`config.mk`:
```
export PLATFORM = sky130hd
export DESIGN_NAME = lamp_monitor
export DESIGN_NICKNAME = d
export VERILOG_FILES = /design/src/rtl/lamp_monitor.sv
export SDC_FILE = /design/constraint.sdc
export NUM_CORES = 1
export LEC_CHECK = 0
export CAP_MARGIN = 20
export CORE_AREA = 2 2 47 49
export DETAILED_ROUTE_END_ITERATION = 10
export DIE_AREA = 0 0 49 51
export PLACE_DENSITY_LB_ADDON = 0.08
export SLEW_MARGIN = 0
export SYNTH_ARGS = -nofsm -noshare
export SYNTH_HDL_FRONTEND = slang
export SYNTH_SLANG_ARGS = --single-unit
```
`constraint.sdc`:
```
create_clock -name clk -period 4.9 [get_ports clk]
set_clock_uncertainty 0.1 [all_clocks]
set_input_delay 0.49 -clock clk [delete_from_list [all_inputs] [get_ports clk]]
set_output_delay 0.49 -clock clk [all_outputs]
set_load 0.1 [all_outputs]
```
`src/rtl/lamp_monitor.sv`:
```
// Traffic-lamp monitor: drives lamps from the upstream phase code and flashes yellow on faults.
// Optional LAMP_TEST_EN adds a lamp_test input forcing all lamps on (registered).
module lamp_monitor #(
  parameter int FLASH_DIV = 4,
  parameter int MIN_DWELL = 1
) (
  input  logic       clk,
  input  logic       reset,
  input  logic [1:0] light,
  input  logic       clear_fault,
`ifdef LAMP_TEST_EN
  input  logic       lamp_test,
`endif
  output logic       red_lamp,
  output logic       yellow_lamp,
  output logic       green_lamp,
  output logic       fault,
  output logic [1:0] fault_cause
);

  localparam logic [0:0] NORMAL = 1'b0;
  localparam logic [0:0] FAULT  = 1'b1;

  localparam logic [1:0] RED    = 2'b00;
  localparam logic [1:0] YELLOW = 2'b01;
  localparam logic [1:0] GREEN  = 2'b10;
  localparam logic [1:0] BAD    = 2'b11;

  localparam logic [7:0] DWELL_MIN  = 8'(MIN_DWELL);
  localparam logic [7:0] FLASH_LAST = 8'(FLASH_DIV - 1);

  logic [0:0] mode_reg, mode_next;
  logic [1:0] prev_light_reg;
  logic [7:0] dwell_cnt_reg, dwell_cnt_next;
  logic [7:0] flash_cnt_reg, flash_cnt_next;
  logic       lamp_r_reg, lamp_r_next;
  logic       lamp_y_reg, lamp_y_next;
  logic       lamp_g_reg, lamp_g_next;
  logic       fault_reg, fault_next;
  logic [1:0] cause_reg, cause_next;

  logic       change;
  logic       legal_step;
  logic [1:0] det_cause;
  logic       fault_det;

  assign change     = (light != prev_light_reg);
  assign legal_step = (prev_light_reg == RED    && light == GREEN)  ||
                      (prev_light_reg == GREEN  && light == YELLOW) ||
                      (prev_light_reg == YELLOW && light == RED);

  // Priority: illegal code, then illegal change, then dwell violation.
  always_comb begin
    det_cause = 2'b00;
    if (light == BAD)
      det_cause = 2'b11;
    else if (change && !legal_step)
      det_cause = 2'b01;
    else if (change && (dwell_cnt_reg < DWELL_MIN))
      det_cause = 2'b10;
  end

  assign fault_det = (det_cause != 2'b00);

  always_comb begin
    if (change)
      dwell_cnt_next = 8'd1;
    else if (dwell_cnt_reg >= DWELL_MIN)
      dwell_cnt_next = DWELL_MIN;
    else
      dwell_cnt_next = dwell_cnt_reg + 8'd1;
  end

  always_comb begin
    mode_next      = mode_reg;
    flash_cnt_next = flash_cnt_reg;
    lamp_r_next    = lamp_r_reg;
    lamp_y_next    = lamp_y_reg;
    lamp_g_next    = lamp_g_reg;
    fault_next     = fault_reg;
    cause_next     = cause_reg;
    case (mode_reg)
      NORMAL: begin
        if (fault_det) begin
          mode_next      = FAULT;
          fault_next     = 1'b1;
          cause_next     = det_cause;
          flash_cnt_next = 8'd0;
          lamp_r_next    = 1'b0;
          lamp_y_next    = 1'b1;
          lamp_g_next    = 1'b0;
        end else begin
          lamp_r_next = (light == RED);
          lamp_y_next = (light == YELLOW);
          lamp_g_next = (light == GREEN);
        end
      end
      FAULT: begin
        lamp_r_next = 1'b0;
        lamp_g_next = 1'b0;
        if (clear_fault && light == RED && !fault_det) begin
          mode_next      = NORMAL;
          fault_next     = 1'b0;
          cause_next     = 2'b00;
          flash_cnt_next = 8'd0;
          lamp_r_next    = 1'b1;
          lamp_y_next    = 1'b0;
        end else if (flash_cnt_reg >= FLASH_LAST) begin
          flash_cnt_next = 8'd0;
          lamp_y_next    = ~lamp_y_reg;
        end else begin
          flash_cnt_next = flash_cnt_reg + 8'd1;
        end
      end
      default: mode_next = NORMAL;
    endcase
  end

  always_ff @(posedge clk or posedge reset) begin
    if (reset) begin
      mode_reg       <= NORMAL;
      prev_light_reg <= RED;
      dwell_cnt_reg  <= DWELL_MIN;
      flash_cnt_reg  <= 8'd0;
      lamp_r_reg     <= 1'b1;
      lamp_y_reg     <= 1'b0;
      lamp_g_reg     <= 1'b0;
      fault_reg      <= 1'b0;
      cause_reg      <= 2'b00;
    end else begin
      mode_reg       <= mode_next;
      prev_light_reg <= light;
      dwell_cnt_reg  <= dwell_cnt_next;
      flash_cnt_reg  <= flash_cnt_next;
      lamp_r_reg     <= lamp_r_next;
      lamp_y_reg     <= lamp_y_next;
      lamp_g_reg     <= lamp_g_next;
      fault_reg      <= fault_next;
      cause_reg      <= cause_next;
    end
  end

  assign fault       = fault_reg;
  assign fault_cause = cause_reg;

`ifdef LAMP_TEST_EN
  // Lamp test overrides only the output stage; the mode lamps (and flashing) keep running underneath.
  always_ff @(posedge clk or posedge reset) begin
    if (reset) begin
      red_lamp    <= 1'b1;
      yellow_lamp <= 1'b0;
      green_lamp  <= 1'b0;
    end else begin
      red_lamp    <= lamp_test | lamp_r_next;
      yellow_lamp <= lamp_test | lamp_y_next;
      green_lamp  <= lamp_test | lamp_g_next;
    end
  end
`else
  assign red_lamp    = lamp_r_reg;
  assign yellow_lamp = lamp_y_reg;
  assign green_lamp  = lamp_g_reg;
`endif

endmodule

```
==> metrics.md, run 1 <==
| Metric | Value |
|---|---|
| Outcome | completed |
| Avg WL per Cell | 13.02 um |
| Syn Area/Cell | around 12 um2 |
| Final GP Congestion | between 0.7 and 0.8 |
| Resize count post-CTS | 0 |
| H-tree levels | 1 |
| Clk_lat worst skew | between 0.3 and 0.4 ns |
| Worst hold endpoint | dwell_cnt_reg[0] |
| Routed wl met2 | about 830 um |
| Yosys cell types | 37 |
| Final setup viols | 0 |
| Yosys warning count | 0 |
| Dpl cell area | between 1000 and 1500 um2 |
| Cell family with most CP delay | buffers and inverters |
| Initial antenna violation count | 0 |
| WL met3 | around 96 um |
| Metal-1 WL | slightly above 800 um |
| Async SR Flop Fraction | 1.000 |
| Area Growth Syn to Fin | 14.63% |
| Seq pwr share | 0.487 |
| Minimum clock period | about 2.6 ns |
| Slew @ Worst Pin | between 0.9 and 1 ns |
| PD cells | approximately 380 nW/um2 |
| CP max stage delay | 1.12 ns |
| Core Area | slightly above 2000 um2 |
| First-pass GRT wire length | between 3000 and 4000 um |
| Final Net Count | between 100 and 150 |
| Post-Route WL | 1810 um |
| #FFs+latches synth | 25 |
| Fin Setup TNS | 0 ns |
| Sink Count | 25 |
| Cells after Synth | 96 |
| Top FF cell, synth | dfrtp_1 |
| Inserted Clock Buffers | 3 |
| Total track usage | 0.1710 |
| Cell chain of the critical path | clkdlybuf4s50_1 |
| Post-synthesis sequential area ratio | 0.5523 |
| Max cap viols | 0 |
| Endpoint type of the worst setup path | output port |
| Worst Reg-to-Reg Cells | 6 |
| Vias in the first global route | 705 |
| Antenna viol nets, final | 0 |
| Psw | around 190 uW |
| Comb power frac | 0.334 |
| DRC viols | 0 |
| Most frequent cells in the layout | dfrtp_1, clkdlybuf4s50_1, and2_1 |
| Number of diodes | 0 |
| Clk Tree Root Cell | clkbuf_4 |
| DIE HEIGHT | roughly 51 um |
| Critical R2R Launch | dwell_cnt_reg[1] |
| Number of synthesized flops with an enable pin | 0 |
| Detailed Routing Iterations Pass 1 | 5 |
| Clock buffer depth | 2 |
| Commonest non-fill, non-tap cell in the layout | dfrtp_1 |
| Max Fclk | 0.3884 GHz |
| Post-route cell area | between 1000 and 1500 um2 |
| CTS clk-pin slew, worst paths | ~0.12 ns |
| Final Cycle Share | 0.5255 |
| Power, Total | around 500 uW |
| GRT Residual Overflow | 0 |
| Maximum VDD drop | between 0.2 and 0.3 mV |
| Largest net degree at the start of global routing | 26 |
| Setup bufs post-CTS | 0 |
| DRT iter0 DRCs | 17 |
| Vias per inst | approximately 5.5 |
| Final Slew Violations | 0 |
| Hold_buf cts | 0 |
| Final Instance Count excl. Fillers | around 140 |
| Port buffer count | 10 |
| DR top layer | met4 |
| Hold Path Class | reg2reg |
| Reg2reg end | fault_cause[1] |
| Final Hold Fails | 0 |
| Net Sw Frac | 0.3799 |
| Die width | about 49 um |
| Io pins | 11 |
| Initial core utilization | 0.5512 |
| CP required | 4.31 ns |
| Worst R2R Setup Slack | roughly 2.7 ns |
| Critical path arrival | just under 2 ns |
| Crit Path Max Fanout | 1 |
| Critical-path top delay cell | clkdlybuf4s50_1 |
| Buffers & Inverters on Critical Path | 1 |
| RSZ-0062 raised after global routing | false |
| Int Pwr | just over 300 uW |
| Core Rows | 17 |
| Fraction of layout cells with a size suffix above 1 | 0.1081 |
| CTS tree | yes |
| Via count | 762 |
| Hold Path Stages | 1 |
| Clk network pwr share | 0.179 |
| CP startpoint kind | flop |
| Placed insts | 135 |
| Synthesized area | 1137 um2 |
| Worst Hold Launch | dwell_cnt_reg[0] |
| Worst slew margin | 0.3535 |
| Die area | about 2500 um2 |
| Detail Placement HPWL | 1344 um |
| Leakage | roughly 0.56 nW |
| Critical path class | reg2out |
| Final Util | 0.6319 |
-- area by class of cell --
class                           count  area (um2)
Clock buffer                        3       22.52
Clock inverter                      1       5.005
Fill cell                         181       759.5
Inverter                            4       15.01
Multi-Input combinational cell     68       498.0
Sequential cell                    25       628.1
Tap cell                           28       35.03
Timing Repair Buffer               10       100.1
-- power by group through the flow --
stage	Sequential (mW)	Combinational (mW)	Clock, mW
finish	0.244	0.167	0.0899
global route	0.248	0.179	0.104
floorplan	0.321	0.0570	0
detailed placement	0.249	0.168	0
CTS	0.245	0.169	0.0937
global placement	0.248	0.166	0
-- cells by family after synthesis --
family	count (synthesis)	synth area share
AO/OA/AOI/OAI	17	0.1298
adder cells (fa/ha/maj)	4	0.04401
flip-flops	25	0.5523
XOR/XNOR	3	0.02311
AND/OR/NAND/NOR	38	0.2156
buffers and inverters	7	0.02310
other	1	0.003297
multiplexers	1	0.008801
-- how the worst max path moves through the flow --
stage | depth (start not counted) | slack [ns] | to | from
after floorplan | 6 | 2.87 | fault_cause[0] | dwell_cnt_reg[1]
after global placement | 5 | 2.40 | green_lamp | light[1]
after detailed placement | 5 | 2.33 | green_lamp | light[1]
after CTS | 1 | 2.31 | red_lamp | red_lamp
after global routing | 1 | 2.27 | red_lamp | red_lamp
final | 1 | 2.33 | red_lamp | red_lamp
-- synth_stat cells (3+ instances only) --
cell      count  area [um2]
dfrtp_1      23       575.6
and2_1        9       56.30
ha_1          4       50.05
inv_1         4       15.01
nor2b_1       4       25.02
clkbuf_1      3       11.26
nand2_1       3       11.26
nor2_1        3       11.26
nor3b_1       3       22.52
o21ai_0       3       15.01
or3_1         3       18.77
xnor2_1       3       26.28
-- through the flow --
stage               setup slack (ns)  hold WS (ns)
floorplan                      2.872        0.3403
global placement               2.402        0.3507
detailed placement             2.333        0.3544
CTS                            2.309        0.3860
global route                   2.268        0.4085
finish                         2.325        0.3816
-- routing by layer --
metal / vias up / GRT usage
met4: 0 / 0.1000
met1: 360 / 0.2246
met5: - / 0
li1: 364 / -
met2: 29 / 0.2694
met3: 9 / 0.02924
Note: power is estimated with default switching activity, not from simulation.
==> run 2: changes to the inputs <==
--- a/config.mk
+++ b/config.mk
@@ -6,9 +6,9 @@
 export NUM_CORES = 1
 export LEC_CHECK = 0
 export CAP_MARGIN = 20
-export CORE_AREA = 2 2 47 49
+export CORE_AREA = 2 2 49 51
 export DETAILED_ROUTE_END_ITERATION = 10
-export DIE_AREA = 0 0 49 51
+export DIE_AREA = 0 0 51 53
 export PLACE_DENSITY_LB_ADDON = 0.08
 export SLEW_MARGIN = 0
 export SYNTH_ARGS = -nofsm -noshare
==> constraint.sdc (replaced) <==
create_clock -name clk -period 2.6 [get_ports clk]
set_clock_uncertainty 0.1 [all_clocks]
set_input_delay 0.26 -clock clk [delete_from_list [all_inputs] [get_ports clk]]
set_output_delay 0.26 -clock clk [all_outputs]
set_load 0.1 [all_outputs]
==> metrics.md, run 2 (synthesis gave the netlist of run 1 again) <==
| Metric | Value |
|---|---|
| Vias per inst | 5.243 (was 5.482) |
| CP startpoint kind | flop (unchanged) |
| First-pass GRT wire length | 3298 um (was 3187 um) |
| Hold_buf cts | 0 (unchanged) |
| Post-route cell area | 1296 um2 (was 1304 um2) |
| Routed wl met2 | 898 um (was 832 um) |
| Final Instance Count excl. Fillers | 140 (was 139) |
| Vias in the first global route | 802 (was 705) |
| Clk Tree Root Cell | clkbuf_4 (unchanged) |
| Crit Path Max Fanout | 8 (was 1) |
| Cell chain of the critical path | inv_1 > ha_1 > or4b_4 > a211oi_4 > nor3b_2 > a221o_1 (was clkdlybuf4s50_1) |
| Leakage | 0.5736 nW (was 0.5594 nW) |
| Via count | 734 (was 762) |
| Number of diodes | 0 (unchanged) |
| Avg WL per Cell | 12.98 um (was 13.02 um) |
| Largest net degree at the start of global routing | 26 (unchanged) |
| DRC viols | 0 (unchanged) |
| Buffers & Inverters on Critical Path | 1 (unchanged) |
| Resize count post-CTS | 0 (unchanged) |
| Cell family with most CP delay | compound AO/OA/AOI/OAI gates (was buffers and inverters) |
| Core Area | 2148 um2 (was 2063 um2) |
| DRT iter0 DRCs | 7 (was 17) |
| Max cap viols | 0 (unchanged) |
| Final Hold Fails | 0 (unchanged) |
| CTS tree | yes (unchanged) |
| Detail Placement HPWL | 1357 um (was 1344 um) |
| CP required | 2.71 ns (was 4.31 ns) |
| Max Fclk | ~0.45 GHz |
| PD cells | 724.0 nW/um2 (was 384.8 nW/um2) |
| Placed insts | 136 (was 135) |
| Die width | 51 um (was 49 um) |
| Port buffer count | 10 (unchanged) |
| Final Net Count | 122 (was 121) |
| Final setup viols | 0 (unchanged) |
| WL met3 | 54 um (was 96 um) |
| RSZ-0062 raised after global routing | false (unchanged) |
| Maximum VDD drop | 0.5118 mV (was 0.2723 mV) |
| Critical-path top delay cell | or4b_4 (was clkdlybuf4s50_1) |
| Antenna viol nets, final | 0 (unchanged) |
| DIE HEIGHT | 53 um (was 51 um) |
| Total track usage | 0.1686 (was 0.1710) |
| Initial core utilization | 0.5294 (was 0.5512) |
| Io pins | 11 (unchanged) |
| Initial antenna violation count | 0 (unchanged) |
| Critical path class | reg2reg (was reg2out) |
| Post-Route WL | 1817 um (was 1810 um) |
| Inserted Clock Buffers | 3 (unchanged) |
| Metal-1 WL | 848 um (was 817 um) |
| Hold slack | 0.1703 ns (was 0.3816 ns) |
| Final Slew Violations | 0 (unchanged) |
| CTS clk-pin slew, worst paths | 0.13 ns (was 0.12 ns) |
| Commonest non-fill, non-tap cell in the layout | dfrtp_1 (unchanged) |
| Clk_lat worst skew | 0.31 ns (was 0.32 ns) |
| GRT Residual Overflow | 0 (unchanged) |
| Core Rows | 17 (unchanged) |
| Hold Path Class | in2async (was reg2reg) |
| Die area | 2703 um2 (was 2499 um2) |
| Final Cycle Share | 0.8482 |
| DR top layer | met4 (unchanged) |
| Fraction of layout cells with a size suffix above 1 | 0.1696 (was 0.1081) |
| Final Util | 0.6034 (was 0.6319) |
| Detailed Routing Iterations Pass 1 | 4 (was 5) |
| Fin Setup TNS | 0 ns (unchanged) |
| Endpoint type of the worst setup path | flop (was output port) |
| CP max stage delay | 0.49 ns (was 1.12 ns) |
| Clock buffer depth | 2 (unchanged) |
| Final GP Congestion | 0.8481 (was 0.7976) |
| Critical path arrival | 2.31 ns (was 1.98 ns) |
| Most frequent cells in the layout | dfrtp_1, and2_1, buf_4 (was dfrtp_1, clkdlybuf4s50_1, and2_1) |
| Sink Count | 25 (unchanged) |
| Area Growth Syn to Fin | 13.97% (was 14.63%) |
| Minimum clock period | between 2 and 2.5 ns |
| Setup bufs post-CTS | 0 (unchanged) |
| H-tree levels | 1 (unchanged) |
| Dpl cell area | 1269 um2 (was 1276 um2) |
| Outcome | completed (unchanged) |
-- run 2: report_power, final --
group	total [mW]	switching, mW	internal (mW)
sequential	0.462	0.0312	0.431
combinational	0.307	0.217	0.0907
clock	0.169	0.111	0.0574
-- run 2: final timing paths --
| kind | startpoint | end | slack, ns | depth (start not counted) |
|---|---|---|---|---|
| max | dwell_cnt_reg[1] | fault_cause[0] | 0.39 | 6 |
| min | reset | dwell_cnt_reg[7] | 0.17 | 3 |
| min reg2reg | flash_cnt_reg[2] | flash_cnt_reg[2] | 0.39 | 1 |
| max reg2reg | dwell_cnt_reg[1] | fault_cause[0] | 0.39 | 6 |
| max in group asynchronous | reset | red_lamp | 1.94 | 3 |
| min in group clk | flash_cnt_reg[2] | flash_cnt_reg[2] | 0.39 | 1 |
-- run 2: through the flow --
| step | setup WS, ns | total power, mW |
|---|---|---|
| 2_1_floorplan | 0.5722 | 0.7129 |
| 3_3_place_gp | 0.3219 | 0.7746 |
| 3_5_place_dp | 0.3082 | 0.7802 |
| 4_1_cts | 0.3681 | 0.9476 |
| 5_1_grt | 0.3031 | 0.9917 |
| 6_report | 0.3947 | 0.9384 |
-- run 2: routing by layer --
layer | GRT usage | vias to the layer above
li1 | - | 368
met1 | 0.2018 | 356
met2 | 0.2857 | 8
met3 | 0.03390 | 2
met4 | 0.09009 | 0
met5 | 0 | -
-- run 2: layout make-up --
cell class | count | area, um2
fill | 176 | 852.1
sequential | 25 | 628.1
multi-input combinational | 68 | 498.0
timing repair buffer | 11 | 92.59
tap | 28 | 35.03
clock buffer | 3 | 22.52
inverter | 4 | 15.01
clock inverter | 1 | 5.005
-- run 2: worst min-delay path, cell delays in order --
cell and delay, ns:
clkdlybuf4s50_1 0.39, inv_1 0.05, buf_4 0.29
==> run 3: changes to the inputs <==
==> constraint.sdc (replaced) <==
create_clock -name clk -period 2.05 [get_ports clk]
set_clock_uncertainty 0.1 [all_clocks]
set_input_delay 0.205 -clock clk [delete_from_list [all_inputs] [get_ports clk]]
set_output_delay 0.205 -clock clk [all_outputs]
set_load 0.1 [all_outputs]
==> metrics.md, run 3 (synthesis gave the netlist of run 1 again) <==
| Metric | Value |
|---|---|
| Outcome | finished with violations (was completed) |
| Failing checks | negative setup slack |
| Most frequent cells in the layout | dfrtp_1, buf_4, and2_1 (was dfrtp_1, and2_1, buf_4) |
| Detailed Routing Iterations Pass 1 | 4 (unchanged) |
| Final Cycle Share | 1.014 (was 0.8482) |
| Clk_lat worst skew | 0.33 ns (was 0.31 ns) |
| Initial antenna violation count | 0 (unchanged) |
| Fraction of layout cells with a size suffix above 1 | 0.3281 (was 0.1696) |
| Hold_buf cts | 0 (unchanged) |
| CTS clk-pin slew, worst paths | 0.14 ns (was 0.13 ns) |
| Core Rows | 17 (unchanged) |
| H-tree levels | 1 (unchanged) |
| Final Slew Violations | 0 (unchanged) |
| Max Fclk | 0.4812 GHz (was 0.4534 GHz) |
| CP startpoint kind | flop (unchanged) |
| Minimum clock period | 2.078 ns (was 2.205 ns) |
| GRT Residual Overflow | 0 (unchanged) |
| Filler cell count | 173 (was 176) |
| CTS tree | yes (unchanged) |
| Final GP Congestion | 0.7698 (was 0.8481) |
| Area Growth Syn to Fin | 27.72% (was 13.97%) |
| Port buffer count | 10 (unchanged) |
| Sink Count | 25 (unchanged) |
| CP required | 2.18 ns (was 2.71 ns) |
| Final Hold Fails | 0 (unchanged) |
| Final setup viols | 5 (was 0) |
| PD cells | 854.8 nW/um2 (was 724.0 nW/um2) |
| Final Net Count | 138 (was 122) |
| Critical path class | reg2reg (unchanged) |
| Power, Total | 1.242 mW (was 938.4 uW) |
| Hold slack | 0.1192 ns (was 0.1703 ns) |
| Critical path arrival | 2.21 ns (was 2.31 ns) |
| Crit Path Max Fanout | 5 (was 8) |
| Vias per inst | 5.244 (was 5.243) |
| DRC viols | 0 (unchanged) |
| DRT iter0 DRCs | 11 (was 7) |
| Worst Setup Slack, final | -0.02823 ns (was 0.3947 ns) |
| Clk Tree Root Cell | clkbuf_4 (unchanged) |
| Endpoint type of the worst setup path | flop (unchanged) |
| Antenna viol nets, final | 0 (unchanged) |
| Total track usage | 0.1957 (was 0.1686) |
| Inserted Clock Buffers | 3 (unchanged) |
| Post-Route WL | 2264 um (was 1817 um) |
| Maximum VDD drop | 0.5107 mV (was 0.5118 mV) |
| Largest net degree at the start of global routing | 26 (unchanged) |
| Avg WL per Cell | 14.51 um (was 12.98 um) |
| Final Util | 0.6762 (was 0.6034) |
| Initial core utilization | 0.5294 (unchanged) |
| Core Area | 2148 um2 (unchanged) |
| RSZ-0062 raised after global routing | true (was false) |
| First-pass GRT wire length | 3698 um (was 3298 um) |
| Max cap viols | 0 (unchanged) |
| DIE HEIGHT | 53 um (unchanged) |
| Leakage | 0.6519 nW (was 0.5736 nW) |
| Vias in the first global route | 836 (was 802) |
| Number of diodes | 0 (unchanged) |
| Detail Placement HPWL | 1510 um (was 1357 um) |
| Via count | 818 (was 734) |
| Hold Path Class | in2async (unchanged) |
| Io pins | 11 (unchanged) |
| Clock buffer depth | 2 (unchanged) |
| Die area | 2703 um2 (unchanged) |
| Die width | 51 um (unchanged) |
run 3: worst paths after layout:
check	depth (start not counted)	slack, ns	start	end
worst max-delay path	6	-0.03	dwell_cnt_reg[1]	fault_cause[1]
worst min-delay path	3	0.12	reset	dwell_cnt_reg[7]
worst max register to register	6	-0.03	dwell_cnt_reg[1]	fault_cause[1]
worst min register to register	1	0.39	flash_cnt_reg[7]	flash_cnt_reg[7]
max in group asynchronous	3	1.44	reset	red_lamp
min in group clk	1	0.34	light[0]	prev_light_reg[0]
run 3: stage by stage:
stage / cells / setup TNS [ns] / setup WS (ns) / cell area (um2)
detailed placement: 150 / -0.8344 / -0.1152 / 1374
global route: 156 / -1.077 / -0.1094 / 1453
floorplan: 100 / 0 / 0.02222 / 1152
CTS: 154 / 0 / 0.005191 / 1406
global placement: 150 / -0.1462 / -0.02145 / 1374
finish: 156 / -0.06064 / -0.02823 / 1453
run 3: power breakdown:
group | leakage, nW | total [mW] | switching [mW] | internal [mW]
Combinational | 0.321 | 0.424 | 0.291 | 0.133
Sequential | 0.313 | 0.588 | 0.0411 | 0.547
Clock | 0.0177 | 0.230 | 0.157 | 0.0734
Total | 0.652 | 1.24 | 0.489 | 0.753
run 3: area by class of cell:
type | count | area [um2] | area share
well taps | 28 | 35.03 | 0.02412
repair buffers | 27 | 212.7 | 0.1464
inverters | 4 | 15.01 | 0.01034
multi-input cells | 68 | 534.3 | 0.3678
clock inverters | 1 | 5.005 | 0.003445
flip-flops and latches | 25 | 628.1 | 0.4324
clock buffers | 3 | 22.52 | 0.01550
run 3: routing by layer:
layer  up-vias  global-route usage  part of all wire
met4         0              0.1171             0.019
met2        18              0.3203              0.51
met5         -                   0                 0
li1        393                   -                 -
met1       401              0.2278              0.43
met3         6             0.05650             0.041
run 3: critical path: stages, from the launching register on:
cell      delay (ns)
dfrtp_1         0.42
inv_2           0.09
ha_4            0.11
or4b_4          0.48
a211oi_4        0.35
nor3b_4         0.10
a221o_1         0.33
run 3: repair_timing:
action | in CTS | in global routing
endpoints found under the hold margin | 0 | 0
resized for setup | 1 | 10
setup endpoints to repair | 3 | 12
buffers inserted | 0 | 2
pin swaps | 2 | 8
